[src/rtl/stopwatch_pkg.sv]
// -----------------------------------------------------------------------------
// stopwatch_pkg
// Shared types and defaults for the stopwatch core.
//   state_e      : top-level FSM states (IDLE, RUN, STOP)
//   *_DEFAULT    : default timing constants for a 100 MHz system clock
//   COUNT_W      : width of the elapsed-count output
//   ctrWidth()   : width of a counter that has to reach n-1 (minimum 1 bit)
// -----------------------------------------------------------------------------
package stopwatch_pkg;

    typedef enum logic [1:0] {
        IDLE = 2'd0,
        RUN  = 2'd1,
        STOP = 2'd2
    } state_e;

    localparam int DEBOUNCE_CYCLES_DEFAULT = 1_000_000;
    localparam int TICK_DIV_DEFAULT        = 1_000_000;
    localparam int MAX_COUNT_DEFAULT       = 10000;
    localparam int COUNT_W                 = 14;

    function automatic int ctrWidth(input int n);
        return (n > 1) ? $clog2(n) : 1;
    endfunction

endpackage

[src/rtl/btn_debounce.sv]
// -----------------------------------------------------------------------------
// btn_debounce
// Synchronizes a raw push button, debounces it and emits a single-cycle pulse
// for every accepted press (0->1). Releases never pulse.
// Ports:
//   clk_i   : system clock
//   rst_ni  : asynchronous active-low reset
//   btn_i   : raw, asynchronous, active-high button
//   press_o : one-cycle press pulse (registered)
// -----------------------------------------------------------------------------
module btn_debounce
    import stopwatch_pkg::*;
#(
    parameter int DEBOUNCE_CYCLES = DEBOUNCE_CYCLES_DEFAULT
) (
    input  logic clk_i,
    input  logic rst_ni,
    input  logic btn_i,
    output logic press_o
);

    localparam int            CW       = ctrWidth(DEBOUNCE_CYCLES);
    localparam logic [CW-1:0] CNT_LAST = CW'(DEBOUNCE_CYCLES - 1);

    logic          sync1_q, sync2_q;
    logic [1:0]    warm_q, warm_d;
    logic          armed_q, armed_d;
    logic          stable_q, stable_d;
    logic [CW-1:0] cnt_q, cnt_d;
    logic          press_q, press_d;

    // The synchronizer resets to 0 even if the button is physically held, so
    // its first two samples after reset are meaningless. warm_q marks when the
    // chain has filled. Until then the debouncer is frozen. After that the
    // debouncer stays disarmed until it has seen the button released for a
    // full debounce window, so a press held through reset never pulses.
    always_comb begin
        warm_d   = {warm_q[0], 1'b1};
        armed_d  = armed_q;
        stable_d = stable_q;
        cnt_d    = cnt_q;
        press_d  = 1'b0;
        if (warm_q[1]) begin
            if (!armed_q) begin
                if (sync2_q) begin
                    cnt_d = '0;
                end else if (cnt_q == CNT_LAST) begin
                    cnt_d   = '0;
                    armed_d = 1'b1;
                end else begin
                    cnt_d = cnt_q + 1'b1;
                end
            end else if (sync2_q == stable_q) begin
                cnt_d = '0;
            end else if (cnt_q == CNT_LAST) begin
                cnt_d    = '0;
                stable_d = sync2_q;
                press_d  = sync2_q;
            end else begin
                cnt_d = cnt_q + 1'b1;
            end
        end
    end

    // Two-flop synchronizer plus all debounce state, cleared by reset.
    always_ff @(posedge clk_i or negedge rst_ni) begin
        if (!rst_ni) begin
            sync1_q  <= 1'b0;
            sync2_q  <= 1'b0;
            warm_q   <= 2'b00;
            armed_q  <= 1'b0;
            stable_q <= 1'b0;
            cnt_q    <= '0;
            press_q  <= 1'b0;
        end else begin
            sync1_q  <= btn_i;
            sync2_q  <= sync1_q;
            warm_q   <= warm_d;
            armed_q  <= armed_d;
            stable_q <= stable_d;
            cnt_q    <= cnt_d;
            press_q  <= press_d;
        end
    end

    assign press_o = press_q;

endmodule

[src/rtl/stopwatch_core.sv]
// -----------------------------------------------------------------------------
// stopwatch_core
// Run/stop/clear stopwatch counting in TICK_DIV clock units.
// Ports:
//   clk100Mhz : system clock, all logic on rising edge
//   rst_n     : asynchronous active-low reset
//   btnRun    : raw run/stop button (active high)
//   btnClear  : raw clear button (active high)
//   segData   : elapsed count, wraps at MAX_COUNT (registered)
//   idle      : high while in IDLE (registered)
//   running   : high while in RUN (registered)
// -----------------------------------------------------------------------------
module stopwatch_core
    import stopwatch_pkg::*;
#(
    parameter int DEBOUNCE_CYCLES = DEBOUNCE_CYCLES_DEFAULT,
    parameter int TICK_DIV        = TICK_DIV_DEFAULT,
    parameter int MAX_COUNT       = MAX_COUNT_DEFAULT
) (
    input  logic                clk100Mhz,
    input  logic                rst_n,
    input  logic                btnRun,
    input  logic                btnClear,
    output logic [COUNT_W-1:0]  segData,
    output logic                idle,
    output logic                running
);

    localparam int                 PW         = ctrWidth(TICK_DIV);
    localparam logic [PW-1:0]      PRE_LAST   = PW'(TICK_DIV - 1);
    localparam logic [COUNT_W-1:0] COUNT_LAST = COUNT_W'(MAX_COUNT - 1);

    logic               runPress;
    logic               clearPress;
    state_e             state_q, state_d;
    logic [PW-1:0]      pre_q, pre_d;
    logic [COUNT_W-1:0] count_q, count_d;
    logic               idle_q, running_q;

    btn_debounce #(.DEBOUNCE_CYCLES(DEBOUNCE_CYCLES)) u_runBtn (
        .clk_i   (clk100Mhz),
        .rst_ni  (rst_n),
        .btn_i   (btnRun),
        .press_o (runPress)
    );

    btn_debounce #(.DEBOUNCE_CYCLES(DEBOUNCE_CYCLES)) u_clearBtn (
        .clk_i   (clk100Mhz),
        .rst_ni  (rst_n),
        .btn_i   (btnClear),
        .press_o (clearPress)
    );

    // Next-state, prescaler and count. The prescaler advances in every cycle
    // spent in RUN, including the one in which a stop press arrives, and is
    // left untouched in STOP so a paused partial interval resumes intact.
    // In STOP a clear press beats a simultaneous run press.
    always_comb begin
        state_d = state_q;
        pre_d   = pre_q;
        count_d = count_q;
        case (state_q)
            IDLE: begin
                if (runPress) state_d = RUN;
            end
            RUN: begin
                if (runPress) state_d = STOP;
                if (pre_q == PRE_LAST) begin
                    pre_d   = '0;
                    count_d = (count_q == COUNT_LAST) ? '0 : count_q + 1'b1;
                end else begin
                    pre_d = pre_q + 1'b1;
                end
            end
            STOP: begin
                if (clearPress) begin
                    state_d = IDLE;
                    pre_d   = '0;
                    count_d = '0;
                end else if (runPress) begin
                    state_d = RUN;
                end
            end
            default: state_d = IDLE;
        endcase
    end

    // State, counters and the registered status flags. idle/running are
    // decoded from the next state so they change on the same edge as state.
    always_ff @(posedge clk100Mhz or negedge rst_n) begin
        if (!rst_n) begin
            state_q   <= IDLE;
            pre_q     <= '0;
            count_q   <= '0;
            idle_q    <= 1'b1;
            running_q <= 1'b0;
        end else begin
            state_q   <= state_d;
            pre_q     <= pre_d;
            count_q   <= count_d;
            idle_q    <= (state_d == IDLE);
            running_q <= (state_d == RUN);
        end
    end

    assign segData = count_q;
    assign idle    = idle_q;
    assign running = running_q;

endmodule

[config.mk]
export PLATFORM = sky130hd
export DESIGN_NAME = stopwatch_core
export DESIGN_NICKNAME = d
export VERILOG_FILES = /design/src/rtl/stopwatch_pkg.sv /design/src/rtl/btn_debounce.sv /design/src/rtl/stopwatch_core.sv
export SDC_FILE = /design/constraint.sdc
export NUM_CORES = 1
export LEC_CHECK = 0
export CAP_MARGIN = 15
export CORE_UTILIZATION = 60
export CTS_CLUSTER_DIAMETER = 50
export DETAILED_ROUTE_END_ITERATION = 8
export GPL_TIMING_DRIVEN = 0
export PLACE_DENSITY = 0.79
export SYNTH_ARGS = -nofsm -noshare
export SYNTH_HDL_FRONTEND = slang
export SYNTH_SLANG_ARGS = --single-unit
[constraint.sdc]
create_clock -name clk100Mhz -period 2.8 [get_ports clk100Mhz]
set_input_delay 0.28 -clock clk100Mhz [delete_from_list [all_inputs] [get_ports clk100Mhz]]
set_output_delay 0.28 -clock clk100Mhz [all_outputs]
set_load 0.01 [all_outputs]
* Word-level counts from Yosys, hierarchy flattened
Index checks and enable logic that the tools add are counted.
W data, S select, Z words.
** Cells by class
- Eq/ne operators :: 11
- Add/subtract/negate cells :: 4
- Muxes and demuxes :: 33
- Bitwise gates (word level) :: 2
- Reductions and logical operators :: 7
** Operators with widths (number)
- $mux W20 :: 10
- $add A20 B1 Y20 const B :: 3
- $eq A20 B20 Y1 const B :: 3
- $mux W14 :: 3
- $pmux W20 S2 :: 1
- $pmux W14 S2 :: 1
- $add A14 B1 Y14 const B :: 1
- $eq A14 B14 Y1 const B :: 1
- $mux W1 :: 14
- $reduce_and A4 Y1 :: 2
- $mux W2 :: 3
- $pmux W2 S3 :: 1
- $eq A2 B1 Y1 const B :: 2
- $logic_not A2 Y1 :: 2
- $reduce_and A3 Y1 :: 1
- $eq A1 B1 Y1 :: 2
- $eq A2 B2 Y1 const B :: 1
- $ne A2 B1 Y1 const B :: 1
- $ne A2 B2 Y1 const B :: 1
- $not A1 Y1 :: 2
- $reduce_and A2 Y1 :: 1
- $reduce_bool A2 Y1 :: 1
** Storage, ports and cells
- Input port bits :: 4
- Flip-flop bits (word level) :: 92
- Word-level logic and storage cells :: 76
- Output and inout bits :: 16

* Longest topological paths before layout
Gate-level depths: netlist (run 1).
- Depth after elaboration :: 5
- Mapped depth :: 8
- Mapped depth without buffers :: 7

* Modules after synthesis
From an unflattened synthesis (run 1), not the netlist that was laid out.
** Unflattened totals
- Cell total of the unflattened synthesis :: 497
- Area, all modules :: 4894.7 um^2
** By module, submodules not included
- btn_debounce :: cells an instance 135, instances 2, area an instance 1411.4 um^2, seq. area each 675.6 um^2
- stopwatch_core :: cells an instance 227, instances 1, area an instance 2072.0 um^2, seq. area each 952.2 um^2

* Worst setup path before layout (run 1)
No wires, ideal clock.
- Kind :: register -> register
- Start point :: register pre_q[12]
- End point :: register count_q[5], in the netlist segData[5]
- Data required time :: 2696 ps
- Setup slack :: 690 ps
- Arrival time :: 2007 ps
- Period minus slack after synthesis :: 2110 ps
- Buffers on the path :: 1
- Stages on the path, launching flop included :: 7
- Path through :: dfrtp_1 or4_4 nor4_4 a31oi_4 nand2b_4 buf_6 o41ai_2
** On the way
- Cells in the longest elaborated chain, start to end :: 3
** Ends and longest elaborated chain
- from (decl) :: RTL line stopwatch_core.sv:36 : logic [PW-1:0] pre_q, pre_d;
- from (signal assigned) :: RTL line stopwatch_core.sv:99 : pre_q <= pre_d;
- $eq A20 B20 Y1 :: RTL line stopwatch_core.sv:68 : if (pre_q == PRE_LAST) begin
- $ne A2 B2 Y1 (no line)
- $reduce_and A3 Y1 (no line)
- to (signal assigned) :: RTL line stopwatch_core.sv:100 : count_q <= count_d;
- to (decl) :: RTL line stopwatch_core.sv:37 : logic [COUNT_W-1:0] count_q, count_d;
Every way passes these cells.
A chain may end at the register's enable or synchronous reset.

* Worst setup path after layout (run 1)
- Start point :: register state_q[1]
- End point :: register pre_q[15]
** On the way
- Cells in the longest elaborated chain, start to end :: 3
- Elaborated cells on any way between the ends :: 6
** Ends and longest elaborated chain
- from (decl) :: RTL line stopwatch_core.sv:35 : state_e state_q, state_d;
- from (signal assigned) :: RTL line stopwatch_core.sv:98 : state_q <= state_d;
- $eq A2 B2 Y1 / $eq A2 B1 Y1 (equally long branches) :: RTL line stopwatch_core.sv:62 : case (state_q)
- $ne A2 B1 Y1 (no line) / $reduce_bool A2 Y1 (equally long branches)
- $reduce_and A2 Y1 (no line)
Several ways; a longest one is shown, not always the timed one.

==> results.toml, run 1 <==
[status]
status = "finished, final reports clean"

[power]
clkPwrFrac_pct = 36.3
p_comb_share_pct = 3.6
ir_worst_vdd_v = 0.000308
sw_frac_of_total_pct = 23.0
power.density_nw_per_um2 = 434
total_power_mw = 2.21
p_sw_mw = 0.507
internal-power_mw = 1.70
leakagePower_nw = 2.17
pwr-share-seq_pct = 60.1

[floorplan]
initial_utilization_pct = 62.6
fp.dieH_um = 89.2
rows = 31
core_area_um2 = 7290
io_pins = 20
die_w_um = 89.2
die_area_um2 = 7960

[clock_network]
htreeDepth = 3
cts-root-buf = "clkbuf_8"
clock_path_buffers = 2
cts_buffers = 9
clock_latency_ps = 350
path_clk_slew_ps = 90
cts_setup_buffers = 0
clock_sinks = 90
cts_tree = "built"

[synthesis]
synth.area.mux_share_pct = 0.933
synth-compound-area-share_pct = 9.49
synth_simple_gate_area_share_pct = 26.1
synth-warning-count = 0
yosys_register_bits = 90
synth_area_um2 = 4560
syn-num-nets = 488
yosysSeqAreaShare_pct = 49.4
synthXorXnorAreaFrac_pct = 9.02
postSynth.asyncResetShare_pct = 100
synth_cells = 476
synth_fa_ha_area_share_pct = 2.19
ys_types = 53
synth_top_family_by_area = "simple AND/OR/NAND/NOR gates"
synth_edf_count = 0
synth_area_per_cell_um2 = 9.58
ys.flop_type = "dfrtp_1"

[timing]
period_minus_slack_ps = 2390
whs_ps = 356
finalHoldViolCount = 0
skew_ps = 10.1
rsz0062_at_grt = "no"
drv_slew = 0
slew_headroom_pct = 33.4
setup_viol = 0
max_freq_mhz = 419
tightestPinTransition_ps = 990
fin_crit_sh_pct = 85.2

[global_route]
grt_pass1_wl_um = 14800
grt_max_degree = 49
grt-ovfl-total = 0
grt_antenna_before_repair = 0
grt_usage_pct = 24.1
grt_pass1_vias = 3275

[drt]
drt_iter0_markers = 194
antenna_left = 0
drc_errors = 0
wire_per_inst_um = 14.4
wirelength_um = 8800
num_vias = 3524
avgViaCountPerCell = 5.77
first_pass_iters = 4

[flow_run]
drv_cap = 0

[finish]
synthToLayoutAreaGrowth_pct = 11.5
nets = 520
stdcell_count = 611
finalInstanceArea_um2 = 5090
seq_area_um2 = 2250
final_cell_mix = "dfrtp_1, nor2_1, nand2_1, xor2_1, nand3_1"
final_common_cell = "dfrtp_1"
antenna_cells = 0
drive_gt1_share_pct = 6.45
multi_input_area_um2 = 2190
fillers = 580

[critical_path]
reg2reg_to = "pre_q[15]$_DFFE_PN0P_"
ff2ff_path_depth = 8
cp_max_fo = 9
worstPathArrival_ps = 2620
r2r-start = "state_q[1]$_DFF_PN0_"
startpoint_type = "flop"
critical_path_class = "flop to flop"
worstPathRequired_ps = 3040
crit_start = "state_q[1]$_DFF_PN0_"
end_kind = "flop"
crit_path_end = "pre_q[15]$_DFFE_PN0P_"
rrSetupSlack_ps = 410

[placement]
place_area_um2 = 4900
dp_hpwl_um = 6040
globalplace.congestion = 0.811
dp_cells = 595
portBuffers = 19

[min_path]
holdCritPathClass = "flop to flop"
hold_path_depth = 0
## layer usage
layer	share of wire, %	vias to the layer above	wire length [µm]	global-route usage, %
met4	1.5	0	136	8.66
met2	47	74	4130	38.7
met3	3.1	14	276	3.79
li1	-	1730	-	-
met5	0	-	0	0
met1	48	1706	4250	33.4
## flip-flops by register name, indices dropped and copies added, names as in the netlist, 2 cells and up
signal,flops
pre_q,20
segData,14
state_q,2
u_clearBtn.cnt_q,20
u_clearBtn.warm_q,2
u_runBtn.cnt_q,20
## worst max-delay path, cell delays in order, from the launching register on
cell and delay (ps):
dfrtp_1 420, inv_1 90, ha_1 140, clkbuf_1 320, mux2i_1 320, nor3_2 570
nand3_1 180, xor2_1 170, nor2_1 60
## cell usage after synthesis (4+ instances only)
cell / instances / area (µm²)
clkbuf_1: 11 / 41.3
o21ai_0: 29 / 145
xnor2_1: 10 / 87.6
ha_1: 8 / 100
a21oi_1: 6 / 30.0
and3_1: 6 / 37.5
nor3_1: 18 / 90.1
nand3b_1: 4 / 30.0
and2_1: 6 / 37.5
nand3_1: 33 / 165
nor4_1: 5 / 31.3
a211oi_1: 4 / 30.0
dfrtp_1: 89 / 2230
nand2b_1: 8 / 50.1
nor2_1: 66 / 248
a21o_1: 5 / 37.5
and4_1: 6 / 52.6
inv_1: 17 / 63.8
nand2_1: 37 / 139
o31ai_1: 6 / 45.0
xor2_1: 37 / 324
nand4_1: 21 / 131
## cell type report
cell class	count	share of cell area, %
Multi-Input combinational cell	355	43.0
Timing Repair Buffer	21	4.43
Sequential cell	90	44.3
Tap cell	99	2.44
Clock buffer	12	3.05
Buffer	14	1.23
Clock inverter	3	0.295
Inverter	17	1.25
## metrics by stage
step	TNS, ps	utilization [%]	worst slack, ps
6_report	0	69.7	415
5_1_grt	0	69.7	165
4_1_cts	0	69.7	179
3_5_place_dp	0	67.2	195
3_3_place_gp	-154960	66.9	-1740
2_1_floorplan	0	-	690
## logic make-up after synthesis
family,count (synthesis)
buffers and inverters,31
AO/OA/AOI/OAI,66
AND/OR/NAND/NOR,229
other,1
multiplexers,4
flip-flops,90
XOR/XNOR,47
adder cells (fa/ha/maj),8
## worst min path at each step
stage / startpoint / endpoint / slack [ps]
global placement: u_runBtn.sync1_q$_DFF_PN0_ / u_runBtn.sync2_q$_DFF_PN0_ / 330
CTS: u_runBtn.sync1_q$_DFF_PN0_ / u_runBtn.sync2_q$_DFF_PN0_ / 350
floorplan: rst_n / pre_q[0]$_DFFE_PN0P_ / -20
finish: u_runBtn.sync1_q$_DFF_PN0_ / u_runBtn.sync2_q$_DFF_PN0_ / 360
detailed placement: rst_n / segData[7]$_DFFE_PN0P_ / 320
global route: btnRun / u_runBtn.sync1_q$_DFF_PN0_ / 360
## power by group through the flow
stage	Clock [mW]	Sequential (mW)	Combinational, mW
detailed placement	0	1.35	0.0798
global route	0.870	1.33	0.0940
floorplan	0	1.35	0.0363
CTS	0.817	1.33	0.0811
finish	0.802	1.33	0.0794
global placement	0	1.35	0.0728
## timing repair
item                                    CTS  global route
hold endpoints to repair                 42             0
resized for setup                         0             1
endpoints found under the setup margin    0             4
hold buffers                              1             0
No activity file was read; power rests on OpenSTA's default activity.
==> run 2: changes to the inputs <==
- ABC_AREA: default -> 1
==> run 2 against run 1 <==
Flip-flop and latch count unchanged. Sequential share of layout area fell by 5.5 points. Count of clock-buffer cells in the layout fell by 1. Final area increased by 14%. Clock skew rose by 5.0 ps. Global-route usage is 3.3 points higher. Sequential power about the same. Maximum frequency up 24%. Die area increased by 15%. Final cell count grew 39%. Synthesized cell count up 49%. Utilization down 0.067 points.
==> results.toml, run 2 <==
[floorplan]
die_area_um2 = 9120
initial_utilization_pct = 62.9
rows = 33
die_w_um = 95.5
core_area_um2 = 8340
fp.dieH_um = 95.5
io_pins = 20

[finish]
drive_gt1_share_pct = 7.79
final_common_cell = "nand2_1"
nets = 752
antenna_cells = 0
final_cell_mix = "nand2_1, nor2_1, dfrtp_1, inv_1, nand3_1"
top_regs = "pre_q (20), u_clearBtn.cnt_q (20), u_runBtn.cnt_q (20)"
synthToLayoutAreaGrowth_pct = 10.8
stdcell_count = 850

[min_path]
hold_start = "u_clearBtn.sync1_q$_DFF_PN0_"
hold_path_depth = 0
min_to = "u_clearBtn.sync2_q$_DFF_PN0_"
holdCritPathClass = "flop to flop"

[synthesis]
ys_top_cells_by_area = "dfrtp_1, nand2_1, nor2_1"
synth_area_per_cell_um2 = 7.41
synth_edf_count = 0
synth-compound-area-share_pct = 6.13
synth_top_area_cell = "dfrtp_1"
synth.area.mux_share_pct = 0.191
synth_area_um2 = 5240
synth_top_area_share_pct = 42.5
ys.flop_type = "dfrtp_1"
syn-num-nets = 720
synth_cells = 708
synth_common_cells = "nand2_1, nor2_1, dfrtp_1"
ys_types = 44
yosys_register_bits = 90
synthXorXnorAreaFrac_pct = 3.84
synth-warning-count = 0
yosysSeqAreaShare_pct = 43.0
synth_most_common_cell = "nand2_1"
synth_top_family_by_area = "simple AND/OR/NAND/NOR gates"
postSynth.asyncResetShare_pct = 100
synth_simple_gate_area_share_pct = 37.2
synth_fa_ha_area_share_pct = 1.91

[global_route]
grt-ovfl-total = 0
grt_max_degree = 50
grt_pass1_vias = 4424
grt_pass1_wl_um = 19600
grt_antenna_before_repair = 0
grt_usage_pct = 27.4

[power]
sw_frac_of_total_pct = 24.2
leakagePower_nw = 2.62
clkPwrFrac_pct = 39.5
p_comb_share_pct = 4.6
pwr-share-seq_pct = 56.0
power.density_nw_per_um2 = 414
internal-power_mw = 1.82
ir_worst_vdd_v = 0.000333
p_sw_mw = 0.582

[clock_network]
clock_sinks = 90
htreeDepth = 3
cts_buffers = 9
cts_resized = 0
cts_setup_buffers = 0
cts_tree = "built"
clock_path_buffers = 2
hold_buffers = 1
path_clk_slew_ps = 90
clock_latency_ps = 370
cts-root-buf = "clkbuf_8"

[drt]
num_vias = 4689
drt_iter0_markers = 253
drc_errors = 0
wirelength_um = 11200
antenna_left = 0
wire_per_inst_um = 13.2
first_pass_iters = 5
avgViaCountPerCell = 5.52

[critical_path]
reg2reg_to = "pre_q[17]$_DFFE_PN0P_"
worstPathArrival_ps = 2170
cp_max_fo = 8
r2r-start = "state_q[0]$_DFF_PN0_"
cp_slowest_cell = "dfrtp_1"
end_kind = "flop"
startpoint_type = "flop"
rrSetupSlack_ps = 870
crit_chain = "inv_1 -> ha_1 -> inv_2 -> nand2_2 -> nand2_4 -> nand3_1 -> nor3_1 -> nand3_1 -> nand2_1 -> nor2_1"
worst_path_most_repeated_cell = "nand3_1"
ff2ff_path_depth = 10
critical_path_class = "flop to flop"
worstPathRequired_ps = 3050
slowest_delay_ps = 400

[placement]
portBuffers = 19
dp_hpwl_um = 8230
globalplace.congestion = 0.934
dp_cells = 833

[flow_run]
drv_cap = 0

[timing]
period_minus_slack_ps = 1930
tightestPinTransition_ps = 545
max_freq_mhz = 519
drv_slew = 0
slew_headroom_pct = 63.6
skew_ps = 15.2
rsz0062_at_grt = "no"
fin_crit_sh_pct = 68.8
finalSetupTns_ps = 0
finalHoldViolCount = 0
setup_viol = 0

[status]
status = "finished, final reports clean"
-- run 2: cell count changes after synthesis, moves of 9 or more --
cell / change
nand2_1: +136
inv_1: +69
nor2_1: +48
nand3_1: +24
xor2_1: -17
nand4_1: +11
clkbuf_1: -10
o21ai_0: -9
-- run 2: logic make-up after synthesis --
family	after synthesis
AND/OR/NAND/NOR	433
buffers and inverters	99
flip-flops	90
AO/OA/AOI/OAI	53
XOR/XNOR	23
adder cells (fa/ha/maj)	8
other	1
multiplexers	1
-- run 2: routing by layer --
layer | share of wire (%) | GRT usage, %
met5 | 0 | 0
met4 | 1.8 | 10.4
met3 | 3.8 | 4.07
met2 | 47 | 45.7
met1 | 47 | 35.9
-- run 2: worst max-delay path by stage --
stage | startpoint | to | slack, ps | cells after the start
2_1_floorplan | state_q[0]$_DFF_PN0_ | pre_q[14]$_DFFE_PN0P_ | 1210 | 12
3_3_place_gp | rst_n | u_clearBtn.cnt_q[15]$_DFFE_PN0P_ | -1720 | 1
3_5_place_dp | state_q[0]$_DFF_PN0_ | pre_q[17]$_DFFE_PN0P_ | 920 | 10
4_1_cts | state_q[0]$_DFF_PN0_ | pre_q[17]$_DFFE_PN0P_ | 910 | 10
5_1_grt | state_q[0]$_DFF_PN0_ | pre_q[17]$_DFFE_PN0P_ | 760 | 10
6_report | state_q[0]$_DFF_PN0_ | pre_q[17]$_DFFE_PN0P_ | 870 | 10
-- run 2: critical path, delay by kind of cell (launching register included) --
family / cells / cell delay [ps]
buffers and inverters: 2 / 290
and+or+nand+nor: 7 / 830
adders and majority gates: 1 / 310
DFF: 1 / 400
-- run 2: power by group through the flow --
stage | Clock [mW] | Sequential, mW | Combinational [mW]
4_1_cts | 0.968 | 1.35 | 0.113
2_1_floorplan | 0 | 1.37 | 0.0602
3_3_place_gp | 0 | 1.37 | 0.103
3_5_place_dp | 0 | 1.37 | 0.112
6_report | 0.950 | 1.35 | 0.110
5_1_grt | 1.02 | 1.35 | 0.128
-- run 2: metrics by stage --
| stage | utilization, % | area, µm² | setup WS, ps | power (mW) | hold slack [ps] |
|---|---|---|---|---|---|
| global route | 69.7 | 5810 | 755 | 2.50 | 359 |
| CTS | 69.7 | 5810 | 909 | 2.43 | 358 |
| global placement | 66.7 | 5570 | -1720 | 1.47 | 334 |
| floorplan | - | 5240 | 1210 | 1.43 | -15.6 |
| finish | 69.7 | 5810 | 873 | 2.41 | 359 |
| detailed placement | 67.0 | 5590 | 924 | 1.48 | 303 |
-- run 2: final cells by class --
| cell class | count | area, µm² |
|---|---|---|
| Buffer | 9 | 60.1 |
| Multi-Input combinational cell | 519 | 2590 |
| Inverter | 90 | 340 |
| Fill cell | 683 | 2530 |
| Clock buffer | 11 | 151 |
| Sequential cell | 90 | 2250 |
| Clock inverter | 5 | 60.1 |
| Timing Repair Buffer | 21 | 225 |
| Tap cell | 105 | 131 |
==> run 3: changes to the inputs <==
- CORE_UTILIZATION: 60 -> 55
- PLACE_DENSITY: 0.79 -> 0.76
- clock period: 2.8 -> 1.7 ns (I/O delays scaled with it)
==> run 3 against run 2 <==
Clock skew is 2.4 ps lower. Highest routed layer unchanged. Critical path depth is 1 lower. Count of clock-buffer cells in the layout is 2 lower. Largest cell class unchanged. Largest power group unchanged.
==> results.toml, run 3 (synthesized netlist as in run 2, its figures left out) <==
[floorplan]
io_pins = 20
die_area_um2 = 9930
initial_utilization_pct = 56.8
die_w_um = 99.6
fp.dieH_um = 99.6
rows = 35
core_area_um2 = 9240

[drt]
wirelength_um = 11700
avgViaCountPerCell = 5.38
first_pass_iters = 5
drc_errors = 0
antenna_left = 0
drt_iter0_markers = 257
num_vias = 4783
wire_per_inst_um = 13.1

[flow_run]
drv_cap = 0

[critical_path]
reg2reg_to = "pre_q[13]$_DFFE_PN0P_"
startpoint_type = "flop"
critical_path_class = "flop to flop"
ff2ff_path_depth = 9
r2r-start = "state_q[1]$_DFF_PN0_"
end_kind = "flop"
cp_max_fo = 6
rrSetupSlack_ps = 60
crit_start = "state_q[1]$_DFF_PN0_"
worstPathArrival_ps = 1940
crit_path_end = "pre_q[13]$_DFFE_PN0P_"
worstPathRequired_ps = 2010

[power]
p_sw_mw = 1.07
p_comb_share_pct = 5.6
ir_worst_vdd_v = 0.000510
total_power_mw = 3.90
sw_frac_of_total_pct = 27.4
leakagePower_nw = 2.69
clkPwrFrac_pct = 37.3
power.density_nw_per_um2 = 644
pwr-share-seq_pct = 57.1
internal-power_mw = 2.84

[finish]
final_common_cell = "nand2_1"
nets = 767
top_regs = "pre_q (20), u_clearBtn.cnt_q (20), u_runBtn.cnt_q (20)"
fillers = 759
antenna_cells = 0
drive_gt1_share_pct = 12.2
final_cell_mix = "nand2_1, nor2_1, dfrtp_1, inv_1, nand3_1"
synthToLayoutAreaGrowth_pct = 15.6
post-route-util_pct = 65.6

[timing]
slew_headroom_pct = 60.1
setup_ws_ps = 65.0
fin_crit_sh_pct = 96.2
finalHoldViolCount = 0
setup_viol = 0
drv_slew = 0
period_minus_slack_ps = 1640
rsz0062_at_grt = "yes"
skew_ps = 12.7
tightestPinTransition_ps = 599
max_freq_mhz = 612

[placement]
dp_hpwl_um = 8170
pre_cts_slack_ps = -197
globalplace.congestion = 0.900
portBuffers = 19

[min_path]
holdCritPathClass = "input pin to flop"

[global_route]
grt_pass1_vias = 4348
grt_antenna_before_repair = 0
grt-ovfl-total = 0
grt_pass1_wl_um = 19400
grt_max_degree = 47
grt_usage_pct = 24.4

[clock_network]
cts-root-buf = "clkbuf_8"
cts_tree = "built"
htreeDepth = 3
clock_latency_ps = 370
cts_buffers = 9
clock_path_buffers = 2
clock_sinks = 90
path_clk_slew_ps = 100

[status]
status = "finished, final reports clean"
==> run 3: cell count changes in the layout (fill, tap and decap cells not counted), sizes merged <==
cell    change
clkbuf      -2
inv         +3
bufinv      -1
buf        +15
==> run 3: area by class of cell <==
| class | count | area, µm² | share of cell area [%] |
|---|---|---|---|
| multi-input combinational | 519 | 2700 | 44.5 |
| sequential | 90 | 2260 | 37.2 |
| inverter | 90 | 348 | 5.74 |
| timing repair buffer | 36 | 338 | 5.57 |
| tap | 129 | 161 | 2.66 |
| clock buffer | 9 | 124 | 2.04 |
| clock inverter | 7 | 70.1 | 1.16 |
| buffer | 9 | 67.6 | 1.11 |
==> run 3: worst min path at each step <==
stage	start	depth (start not counted)	endpoint
after floorplan	rst_n	0	pre_q[0]$_DFFE_PN0P_
after global placement	u_clearBtn.sync1_q$_DFF_PN0_	0	u_clearBtn.sync2_q$_DFF_PN0_
after detailed placement	rst_n	1	segData[11]$_DFFE_PN0P_
after CTS	btnClear	1	u_clearBtn.sync1_q$_DFF_PN0_
after global routing	btnRun	1	u_runBtn.sync1_q$_DFF_PN0_
final	btnClear	1	u_clearBtn.sync1_q$_DFF_PN0_
==> run 3: critical path: stages, from the launching register on <==
cell,delay [ps]
dfrtp_2,450
inv_1,140
ha_4,180
nand2_2,70
nand2_4,130
nand2_2,110
nor2_4,150
nand2_1,80
o21ai_1,120
and3_1,150
==> run 3: metrics by stage <==
stage	hold WS, ps	cells	area (µm²)	TNS [ps]
5_1_grt	223	889	6060	-392
6_report	237	889	6060	0
3_5_place_dp	217	857	5620	-2690
4_1_cts	230	876	5870	0
3_3_place_gp	334	856	5600	-249000
2_1_floorplan	-126	708	5240	0
==> run 3: power by group through the flow <==
stage	sequential (mW)	clock [mW]	combinational [mW]
after CTS	2.22	1.49	0.190
after global routing	2.23	1.58	0.253
final	2.23	1.46	0.218
after detailed placement	2.26	0	0.186
after floorplan	2.25	0	0.0992
after global placement	2.26	0	0.169
==> run 3: timing repair <==
item / in CTS / in global routing
resized for setup: 9 / 24
endpoints found under the hold margin: 43 / 0
pin swaps: 0 / 5
buffers inserted: 2 / 13
cloned: 0 / 0
hold buffers: 1 / 0
setup endpoints to repair: 44 / 58
==> run 3: metal layers <==
metal | vias to the layer above | global-route usage (%) | part of all wire, %
met2 | 145 | 40.5 | 48
met3 | 17 | 5.06 | 5.3
met5 | - | 0 | 0
met4 | 0 | 6.67 | 0.92
met1 | 2251 | 32.4 | 45
li1 | 2370 | - | -
